--- config.mk ---
export PLATFORM = sky130hd
export DESIGN_NAME = program_loader
export DESIGN_NICKNAME = d
export VERILOG_FILES = /design/src/rtl/program_loader_pkg.sv /design/src/rtl/program_loader_byte_packer.sv /design/src/rtl/program_loader.sv
export SDC_FILE = /design/constraint.sdc
export NUM_CORES = 1
export LEC_CHECK = 0
export BUFFER_PORTS_ARGS = -buffer_cell sky130_fd_sc_hd__clkbuf_2
export CELL_PAD_IN_SITES_DETAIL_PLACEMENT = 1
export CELL_PAD_IN_SITES_GLOBAL_PLACEMENT = 1
export CORE_MARGIN = 3
export CORE_UTILIZATION = 47
export CTS_CLUSTER_SIZE = 40
export DETAILED_ROUTE_END_ITERATION = 8
export GPL_ROUTABILITY_DRIVEN = 0
export PLACE_DENSITY_LB_ADDON = 0.1
export SLEW_MARGIN = 0
export SYNTH_ARGS = -nofsm -noshare
export SYNTH_HDL_FRONTEND = slang
export SYNTH_HIERARCHICAL = 1
export SYNTH_SLANG_ARGS = --single-unit
export TNS_END_PERCENT = 20
--- constraint.sdc ---
create_clock -name clock -period 4.9 [get_ports clock]
set_input_delay 0.49 -clock clock [delete_from_list [all_inputs] [get_ports clock]]
set_output_delay 0.49 -clock clock [all_outputs]
set_load 0.01 [all_outputs]
--- src/rtl/program_loader_pkg.sv ---
// Shared types and defaults for the UART boot loader: FSM states, handshake bytes, word width.
package program_loader_pkg;

    typedef enum logic [2:0] {
        S_HELLO,
        S_SIZE,
        S_PROG,
        S_ACK,
        S_DONE
    } loader_state_t;

    localparam logic [7:0] BOOT_BYTE_DEF = 8'h99;
    localparam logic [7:0] DONE_BYTE_DEF = 8'haa;
    localparam int         WORD_W        = 32;

endpackage

--- src/rtl/program_loader_byte_packer.sv ---
// Little-endian byte-to-word assembler: bytes land at their lane, a full or flushed word
// is presented combinationally and the buffer restarts from zero so short tails are zero-padded.
module byte_packer
    import program_loader_pkg::*;
(
    input  logic              clock,
    input  logic              resetn,
    input  logic              load,
    input  logic [1:0]        lane,
    input  logic              flush,
    input  logic [7:0]        byte_in,
    output logic [WORD_W-1:0] word,
    output logic              word_valid
);

    logic [WORD_W-1:0] buf_q;

    always_comb begin
        word                       = buf_q;
        word[{lane, 3'b000} +: 8]  = byte_in;
        word_valid                 = load & ((lane == 2'd3) | flush);
    end

    always_ff @(posedge clock or negedge resetn) begin
        if (!resetn) begin
            buf_q <= '0;
        end else if (load) begin
            buf_q <= word_valid ? '0 : word;
        end
    end

endmodule

--- src/rtl/program_loader.sv ---
// CPU-side UART boot loader: sends BOOT_BYTE, takes a 4-byte LE size and the program,
// writes packed words to imem, answers DONE_BYTE and raises done.
module program_loader
    import program_loader_pkg::*;
#(
    parameter int         ADDR_WIDTH = 15,
    parameter logic [7:0] BOOT_BYTE  = BOOT_BYTE_DEF,
    parameter logic [7:0] DONE_BYTE  = DONE_BYTE_DEF
) (
    input  logic                  clock,
    input  logic                  resetn,
    input  logic                  rx_ready,
    input  logic [7:0]            rdata,
    input  logic                  ferr,
    input  logic                  tx_busy,
    output logic                  tx_start,
    output logic [7:0]            sdata,
    output logic                  imem_we,
    output logic [ADDR_WIDTH-1:0] imem_addr,
    output logic [WORD_W-1:0]     imem_wdata,
    output logic                  done,
    output logic                  size_err,
    output logic                  ferr_seen
);

    loader_state_t     state;
    logic [31:0]       size_q;
    logic [31:0]       byte_cnt;
    logic [ADDR_WIDTH:0] word_idx;

    logic              rx_ok;
    logic              rx_bad;
    logic              rx_phase;
    logic              tx_ok;
    logic              last_byte;
    logic [31:0]       size_next;
    logic              pack_load;
    logic [WORD_W-1:0] pack_word;
    logic              pack_valid;

    assign rx_ok     = rx_ready & ~ferr;
    assign rx_bad    = rx_ready & ferr;
    assign rx_phase  = (state == S_SIZE) || (state == S_PROG);
    // tx_start is itself the "previous cycle" flag, bridging UartTx's busy latency
    assign tx_ok     = ~tx_busy & ~tx_start;
    assign last_byte = (byte_cnt + 32'd1) == size_q;
    assign size_next = {rdata, size_q[31:8]};
    assign pack_load = rx_ok && (state == S_PROG);

    byte_packer u_packer (
        .clock      (clock),
        .resetn     (resetn),
        .load       (pack_load),
        .lane       (byte_cnt[1:0]),
        .flush      (last_byte),
        .byte_in    (rdata),
        .word       (pack_word),
        .word_valid (pack_valid)
    );

    always_ff @(posedge clock or negedge resetn) begin
        if (!resetn) begin
            state      <= S_HELLO;
            size_q     <= '0;
            byte_cnt   <= '0;
            word_idx   <= '0;
            tx_start   <= 1'b0;
            sdata      <= '0;
            imem_we    <= 1'b0;
            imem_addr  <= '0;
            imem_wdata <= '0;
            done       <= 1'b0;
            size_err   <= 1'b0;
            ferr_seen  <= 1'b0;
        end else begin
            tx_start <= 1'b0;
            imem_we  <= 1'b0;
            if (rx_bad && rx_phase) begin
                ferr_seen <= 1'b1;
            end
            case (state)
                S_HELLO: begin
                    if (tx_ok) begin
                        tx_start <= 1'b1;
                        sdata    <= BOOT_BYTE;
                        state    <= S_SIZE;
                    end
                end
                S_SIZE: begin
                    if (rx_ok) begin
                        size_q <= size_next;
                        if (byte_cnt[1:0] == 2'd3) begin
                            byte_cnt <= '0;
                            state    <= (size_next == 32'd0) ? S_ACK : S_PROG;
                        end else begin
                            byte_cnt <= byte_cnt + 32'd1;
                        end
                    end
                end
                S_PROG: begin
                    if (rx_ok) begin
                        byte_cnt <= byte_cnt + 32'd1;
                        if (pack_valid) begin
                            // Past capacity the index stays saturated; bytes are still consumed
                            if (word_idx[ADDR_WIDTH]) begin
                                size_err <= 1'b1;
                            end else begin
                                imem_we    <= 1'b1;
                                imem_addr  <= word_idx[ADDR_WIDTH-1:0];
                                imem_wdata <= pack_word;
                                word_idx   <= word_idx + (ADDR_WIDTH+1)'(1);
                            end
                        end
                        if (last_byte) begin
                            state <= S_ACK;
                        end
                    end
                end
                S_ACK: begin
                    if (tx_ok) begin
                        tx_start <= 1'b1;
                        sdata    <= DONE_BYTE;
                        done     <= 1'b1;
                        state    <= S_DONE;
                    end
                end
                default: begin
                end
            endcase
        end
    end

endmodule

==> results.md, run 1 <==
- Number of synthesized register bits: 170
- Top achievable clock speed: 221 MHz
- Site Rows: 50
- Overall track demand over capacity in global routing: 25.5%
- Final core area utilization: between 50% and 60%
- Detailed Routing Iterations Pass 1: 5
- Transition time of the tightest slew-check pin: 1.08 ns
- Ports placed on the boundary: 73
- Synthesized area divided by synthesized cell count: roughly 9.5 µm²
- Post-route clock period utilization: between 90% and 100%
- Clock tree root driver cell: sky130_fd_sc_hd__clkbuf_16
- Synth cell types: between 70 and 80
- Warning count from the yosys run: 6
- Hold_buf cts: 0
- Worst setup SP type: register
- Area of the mapped netlist: 9060 µm²
- Critical path class: register to register
- Routed vias/inst: about 6.0
- Run status: finished, final reports clean
- Clk pin slew, worst setup/hold paths: around 0.07 ns
- Post_cts resized: 0
- Place WS: around 0.42 ns
- Max stage delay on crit path: approximately 0.63 ns
- Smallest setup slack after layout: between 0.3 and 0.4 ns
- Arrival time worst endpoint: between 4 and 5 ns
- Sum of net half-perimeters after detailed placement: between 15000 and 20000 µm
- Number of maximum-capacitance violations: 0
- Total buffers and inverters traversed by the critical path: 3
- Clock latency on the worst-skew pair: around 0.43 ns
- Final-layout setup total negative slack: 0 ns
- Power share of the combinational group: a little over a quarter
- Diode insertion count for antenna repair: 0
- Antenna violations before repair: 0
- Level count of the clock H-tree: 4
- Number of cells produced by synthesis: around 950
- TritonCTS clock tree: done
- Routed WL: about 26000 µm
- Largest net degree at the start of global routing: 91
- Clock Sink Count: 170
- Relative contribution of the clock network to total power: a little under a third
- Most used DFF post-synth: sky130_fd_sc_hd__dfrtp_1
- Layout Skew: roughly 0.013 ns
- Buffers added on ports: 70
- Max-slew violation count: 0
- Via count: approximately 7500
- Share of power burned in registers: a little over two fifths
- Unrepaired setup endpoints after global routing: false
- Initial core utilization: approximately 48%
- Most area-consuming cells after synthesis: sky130_fd_sc_hd__dfrtp_1 47%, sky130_fd_sc_hd__nand2_1 8.5%, sky130_fd_sc_hd__mux2_2 4.1%
- TritonCTS buffer count: 17
- Final hold violations: 0
- Maximum fanout count along the critical path: just over 50
- Power density over the cells: around 440 nW/µm²
- Pwr Total: approximately 4500 µW
- Residual DRC: 0
- Max stage delay cell, worst path: sky130_fd_sc_hd__o21ai_1
- Deepest clock path buffer count: 2
- Number of enable flip-flop cells after synthesis: 0
- Maximum VDD drop: between 0.2 and 0.3 mV
- Minimum clock period after layout: between 4 and 5 ns
- Kind of path behind the tightest hold check: input port to async pin
- Detail-routed net length per standard cell: ~20 µm
- Overall die area: 21000 µm²
- Share of final-layout standard cells stronger than drive strength 1: 18.9%
- Area added between synthesis and finish: 11.9%
- Starting DRC count in detailed routing: 430
- Critical Path RT: ~5.3 ns
- Internal Pwr Total: around 2800 µW
- Cell taking the most area after synthesis: sky130_fd_sc_hd__dfrtp_1
- Number of global-route vias before repair: between 7000 and 8000
- Hold WS: between 0.15 and 0.2 ns
- Die W: roughly 140 µm
- Final ANT Viol Nets: 0
- Sw frac: 37.5%
- Final nets: just over 1000
- Kind of capture point of the worst setup path: register
- Net switching power: 1690 µW
- Count of buffers added by post-CTS timing repair for setup: 0
- Core footprint: around 19000 µm²
- Setup-failing EPs final: 0
- Share of Yosys cell area claimed by the top area cell type: 47.0%
- Part of the Yosys area used for sequential elements: 47.0%
- Pleak: 0.00471 µW
- Leading cell type by number of instances after synthesis: sky130_fd_sc_hd__nand2_1
- DIE HEIGHT: ~140 µm
- Most frequent cells after synthesis: 206 x sky130_fd_sc_hd__nand2_1, 170 x sky130_fd_sc_hd__dfrtp_1, 46 x sky130_fd_sc_hd__inv_1
- Cell type group with the largest total delay on the critical path: simple AND/OR/NAND/NOR gates
- Number of filler cells placed in the layout: ~2100
- Global-route wire length before repair: 41800 µm
- Post-synth ARST share: 100%
- Crit-path cells: buf_4, nand3_2, nor4_2, mux2_2, o32ai_1, nor4b_2, nand4_1, nor2_1, o21ai_1, inv_1, nand4b_1, or2_2, buf_4, nor2_1, nand3_1, xnor2_1
- Overflow after GRT: 0
- Headroom to the max-slew limit: 27.2%
==> layout by cell type (no fill, tap or decap), drive strengths merged, types with 6 or more instances in the layout <==
master  synthesis  routed
a21oi          22      22
a22o           11      11
a31oi           9       9
a32o            8       8
and2           14      14
and3            9       9
buf            37      20
clkbuf         30      87
dfrtp         170     170
ha              8       8
inv            46      55
mux2           33      33
nand2         206     206
nand3          24      24
nand4          22      22
nor2           38      38
nor3           11      11
nor4           18      18
o21ai          42      42
o31ai          14      14
o32ai          41      41
or3             7       7
or4bb           6       6
xnor2          33      33
xor2           19      19
==> metrics by stage <==
stage,instance area (µm²),cells
2_1_floorplan,9060,952
3_3_place_gp,9550,1234
3_5_place_dp,9550,1234
4_1_cts,10100,1266
5_1_grt,10100,1266
6_report,10100,1266
==> layer usage <==
metal | up-vias | GRT usage [%] | share of wire [%] | wire (µm)
li1 | 3456 | - | - | -
met1 | 3883 | 38.3 | 49 | 12700
met2 | 186 | 38.5 | 46 | 11900
met3 | 24 | 4.14 | 4.5 | 1180
met4 | 0 | 6.19 | 1.1 | 296
met5 | - | 0 | 0 | 0
==> worst paths after layout <==
path | from | to | slack [ns] | cells past startpoint
max in group asynchronous | resetn | size_q[4] | 3.60 | 2
min in group clock | rx_ready | ferr_seen | 0.34 | 3
hold reg to reg | done | done | 0.48 | 1
setup / recovery | byte_cnt[0] | word_idx[9] | 0.37 | 16
hold / removal | resetn | byte_cnt[13] | 0.15 | 1
setup reg to reg | byte_cnt[0] | word_idx[9] | 0.37 | 16
==> sequential cells by signal, summed over array words and instances, names as in the netlist <==
signal and count:
word_idx 16, ferr_seen 1, sdata 3, u_packer/buf_q 32, byte_cnt 32, imem_we 1
size_err 1, size_q 32, tx_start 1, imem_addr 15, done 1, state 3
imem_wdata 32
==> cells by family (layout without fill, tap and decap cells) <==
kind of cell             count (synthesis)  in the layout  synth area share (%)
AND/OR/NAND/NOR                        390            390                  22.2
other                                    1              2                0.0414
adder cells (fa/ha/maj)                  8              8                  1.11
XOR/XNOR                                52             52                  5.03
AO/OA/AOI/OAI                          182            182                  14.6
multiplexers                            35             35                  4.32
flip-flops                             170            170                  47.0
buffers and inverters                  113            167                  5.72
==> cell type report <==
class / instances / area [µm²] / area share [%]
clock buffer: 18 / 429 / 4.24
clock inverter: 14 / 149 / 1.47
inverter: 46 / 173 / 1.70
multi-input combinational: 669 / 4300 / 42.5
sequential: 170 / 4250 / 42.0
tap: 260 / 325 / 3.21
timing repair buffer: 89 / 499 / 4.93
==> power groups by stage <==
stage	clock network, µW	logic, µW	registers [µW]
6_report	1360	1240	1910
5_1_grt	1450	1360	1940
4_1_cts	1390	1230	1900
3_5_place_dp	0	1210	1930
3_3_place_gp	0	1180	1910
2_1_floorplan	0	977	1780
Note: power is estimated with default switching activity, not from simulation.
==> run 2, diff against run 1 <==
SLEW_MARGIN = unset   (was 0)
SYNTH_HIERARCHICAL = unset   (was 1)
==> run 2 against run 1 <==
  * Design area shrank 4.4%
  * Synthesized cell count shrank 12%
  * Power shrank 9.7%
  * Sequential power shrank 5%
  * Critical path depth shrank 5
  * Largest cell class is now sequential cells
  * Highest routed layer unchanged
==> results.md, run 2 <==
- Transition time of the tightest slew-check pin: approximately 1.1 ns
- Largest family of logic cells by synthesized area: simple AND/OR/NAND/NOR gates
- XOR/XNOR Fraction of Synth Area: ~6.3%
- Max-slew violation count: 0
- Buffers added on ports: 70
- Via count: 6836
- Max stage delay cell, worst path: sky130_fd_sc_hd__dfrtp_1
- Maximum fanout count along the critical path: 95
- Max stage delay on crit path: around 0.64 ns
- Area of all placed cells without fillers: approximately 9700 µm²
- Number of global-route vias before repair: 7311
- Most used DFF post-synth: sky130_fd_sc_hd__dfrtp_1
- Mux cell area share after synthesis: about 6.5%
- Arrival time worst endpoint: 4.51 ns
- Layout Skew: between 0.015 and 0.02 ns
- Synthesized-area fraction occupied by ao, oa, aoi and oai cells: around 15%
- Clock tree root driver cell: sky130_fd_sc_hd__clkbuf_16
- Routed WL: between 20000 and 25000 µm
- Maximum VDD drop: ~0.28 mV
- Initial core utilization: ~50%
- Cell taking the most area after synthesis: sky130_fd_sc_hd__dfrtp_1
- Share of Yosys cell area claimed by the top area cell type: between 40% and 50%
- Core footprint: roughly 18000 µm²
- Warning count from the yosys run: 0
- Global-route wire length before repair: 39600 µm
- Detail-routed net length per standard cell: 21.7 µm
- Diode insertion count for antenna repair: 0
- DIE HEIGHT: 142 µm
- Synth cell types: 63
- Overflow after GRT: 0
- Clk pin slew, worst setup/hold paths: around 0.080 ns
- Total buffers and inverters traversed by the critical path: 2
- Kind of capture point of the worst setup path: register
- Critical Path RT: between 5 and 6 ns
- Sum of net half-perimeters after detailed placement: between 15000 and 20000 µm
- Leading cell type by number of instances after synthesis: sky130_fd_sc_hd__dfrtp_1
- Most frequent cells after synthesis: 170 x sky130_fd_sc_hd__dfrtp_1, 80 x sky130_fd_sc_hd__a21oi_1, 72 x sky130_fd_sc_hd__nor2_1
- Count of buffers added by post-CTS timing repair for setup: 0
- Detailed Routing Iterations Pass 1: 5
- Level count of the clock H-tree: 4
- Adder and majority cell fraction of the synthesized area: between 1 and 1.5%
- Hold_buf cts: 0
- Share of final-layout standard cells stronger than drive strength 1: between 20% and 30%
- Dpl cell area: 9100 µm²
- Final nets: 901
- Final-layout setup total negative slack: 0 ns
- Clock latency on the worst-skew pair: roughly 0.44 ns
- Part of the Yosys area used for sequential elements: approximately 50%
- Number of maximum-capacitance violations: 0
- Unrepaired setup endpoints after global routing: false
- Starting DRC count in detailed routing: 397
- Setup-failing EPs final: 0
- Number of cells produced by synthesis: 840
- Synthesized area divided by synthesized cell count: around 10 µm²
- Power density over the cells: ~420 nW/µm²
- Overall track demand over capacity in global routing: 24.8%
- TritonCTS clock tree: done
- Pleak: 0.00422 µW
- Final ANT Viol Nets: 0
- Ports placed on the boundary: 73
- Largest net degree at the start of global routing: 96
- Antenna violations before repair: 0
- Residual DRC: 0
- Commonest cells after routing, fill and taps aside: 170 x sky130_fd_sc_hd__dfrtp_1, 80 x sky130_fd_sc_hd__a21oi_1, 72 x sky130_fd_sc_hd__nor2_1
- Simple-Gate Fraction of Synth Area: between 15 and 20%
- Site Rows: 48
- Area added between synthesis and finish: 12.1%
- Deepest clock path buffer count: 2
- Headroom to the max-slew limit: a little under a quarter
- Post-route clock period utilization: between 80 and 90%
- Clock Sink Count: between 150 and 200
- Overall die area: approximately 20000 µm²
- Worst setup SP type: register
- Worst Reg2Reg Path Length in Cells: 11
- Kind of path behind the tightest hold check: input port to async pin
- TritonCTS buffer count: 17
- Crit-path cells: inv_1, ha_1, xor2_1, a2111oi_0, o311ai_0, nor4_1, nand4_1, or4_4, o21ai_4, buf_12, mux2_2
- Critical path class: register to register
- Run status: finished, final reports clean
- Routed vias/inst: just over 6
- Top achievable clock speed: 239 MHz
- Total stage count of the critical path: 11
- Cell type group with the largest total delay on the critical path: simple AND/OR/NAND/NOR gates
- Die W: 142 µm
- Most common cell after layout, fill and taps aside: sky130_fd_sc_hd__dfrtp_1
- Final hold violations: 0
- Final core area utilization: 54.8%
- Most area-consuming cells after synthesis: sky130_fd_sc_hd__dfrtp_1 49%, sky130_fd_sc_hd__mux2_2 6.4%, sky130_fd_sc_hd__xnor2_1 4.7%
- Number of synthesized register bits: 170
- Number of enable flip-flop cells after synthesis: 0
- Minimum clock period after layout: about 4.2 ns
- Area of the mapped netlist: 8640 µm²
- Post-synth ARST share: 100%
- Post_cts resized: 0
## run 2: cell types whose count changed after synthesis, moves of 7 or more
cell,before,now
sky130_fd_sc_hd__nand2_1,206,34
sky130_fd_sc_hd__a21oi_1,22,80
sky130_fd_sc_hd__inv_1,46,6
sky130_fd_sc_hd__o32ai_1,39,1
sky130_fd_sc_hd__nor2_1,37,72
sky130_fd_sc_hd__nor2b_1,1,35
sky130_fd_sc_hd__a32o_1,8,33
sky130_fd_sc_hd__mux2_2,33,49
sky130_fd_sc_hd__xnor2_1,33,46
sky130_fd_sc_hd__a22o_1,11,0
sky130_fd_sc_hd__buf_2,17,10
sky130_fd_sc_hd__nand4_1,19,26
## run 2: final timing paths
kind | endpoint | start | slack, ns
min in group clock | ferr_seen | rx_ready | 0.32
setup reg to reg | imem_addr[14] | byte_cnt[0] | 0.72
setup / recovery | imem_addr[14] | byte_cnt[0] | 0.72
max in group asynchronous | imem_wdata[18] | resetn | 3.66
hold / removal | byte_cnt[6] | resetn | 0.08
hold reg to reg | done | done | 0.47
## run 2: cell families after synthesis
kind of cell,after synthesis
flops,170
mux,50
compound gates,204
buf+inv,73
fa+ha+maj,8
xor+xnor,62
other cells,1
simple gates,272
## run 2: worst reg2reg max path, delay by kind of cell, from the launching register on
family / cells / cell delay, ns
compound gates: 3 / 0.78
xor+xnor: 1 / 0.21
fa+ha+maj: 1 / 0.44
buf+inv: 2 / 0.53
flops: 1 / 0.64
mux: 1 / 0.50
simple gates: 3 / 0.98
## run 2: report_power, final
group	leakage, µW	switching (µW)	internal, µW	total [µW]
sequential	0.00229	265	1550	1820
clock	0.000282	656	692	1350
combinational	0.00165	507	396	904
total	0.00422	1430	2640	4070
## run 2: area by class of cell
cell class                      instances  area [µm²]
Inverter                                6        22.5
Tap cell                              225         282
Fill cell                            1969        7970
Multi-Input combinational cell        598        4040
Sequential cell                       170        4250
Timing Repair Buffer                   87         497
Clock buffer                           18         439
Clock inverter                         14         148
## run 2: through the flow
stage / setup WS [ns] / total power [µW] / hold WS, ns / cells
floorplan: 1.41 / 2390 / 0.194 / 841
global placement: 0.968 / 2670 / 0.441 / 1086
detailed placement: 0.838 / 2730 / 0.457 / 1086
CTS: 0.746 / 4090 / 0.152 / 1118
global route: 0.380 / 4260 / 0.179 / 1118
finish: 0.723 / 4070 / 0.0775 / 1118
## run 2: per-layer routing
metal  track usage (%)  part of all wire, %  wire length, µm  vias to the layer above
met4              7.88                  1.4              342                        0
li1                  -                    -                -                     3108
met2              41.3                   51            12300                      152
met3              4.01                  3.2              775                       29
met1              33.4                   45            10900                     3547
met5                 0                    0                0                        -
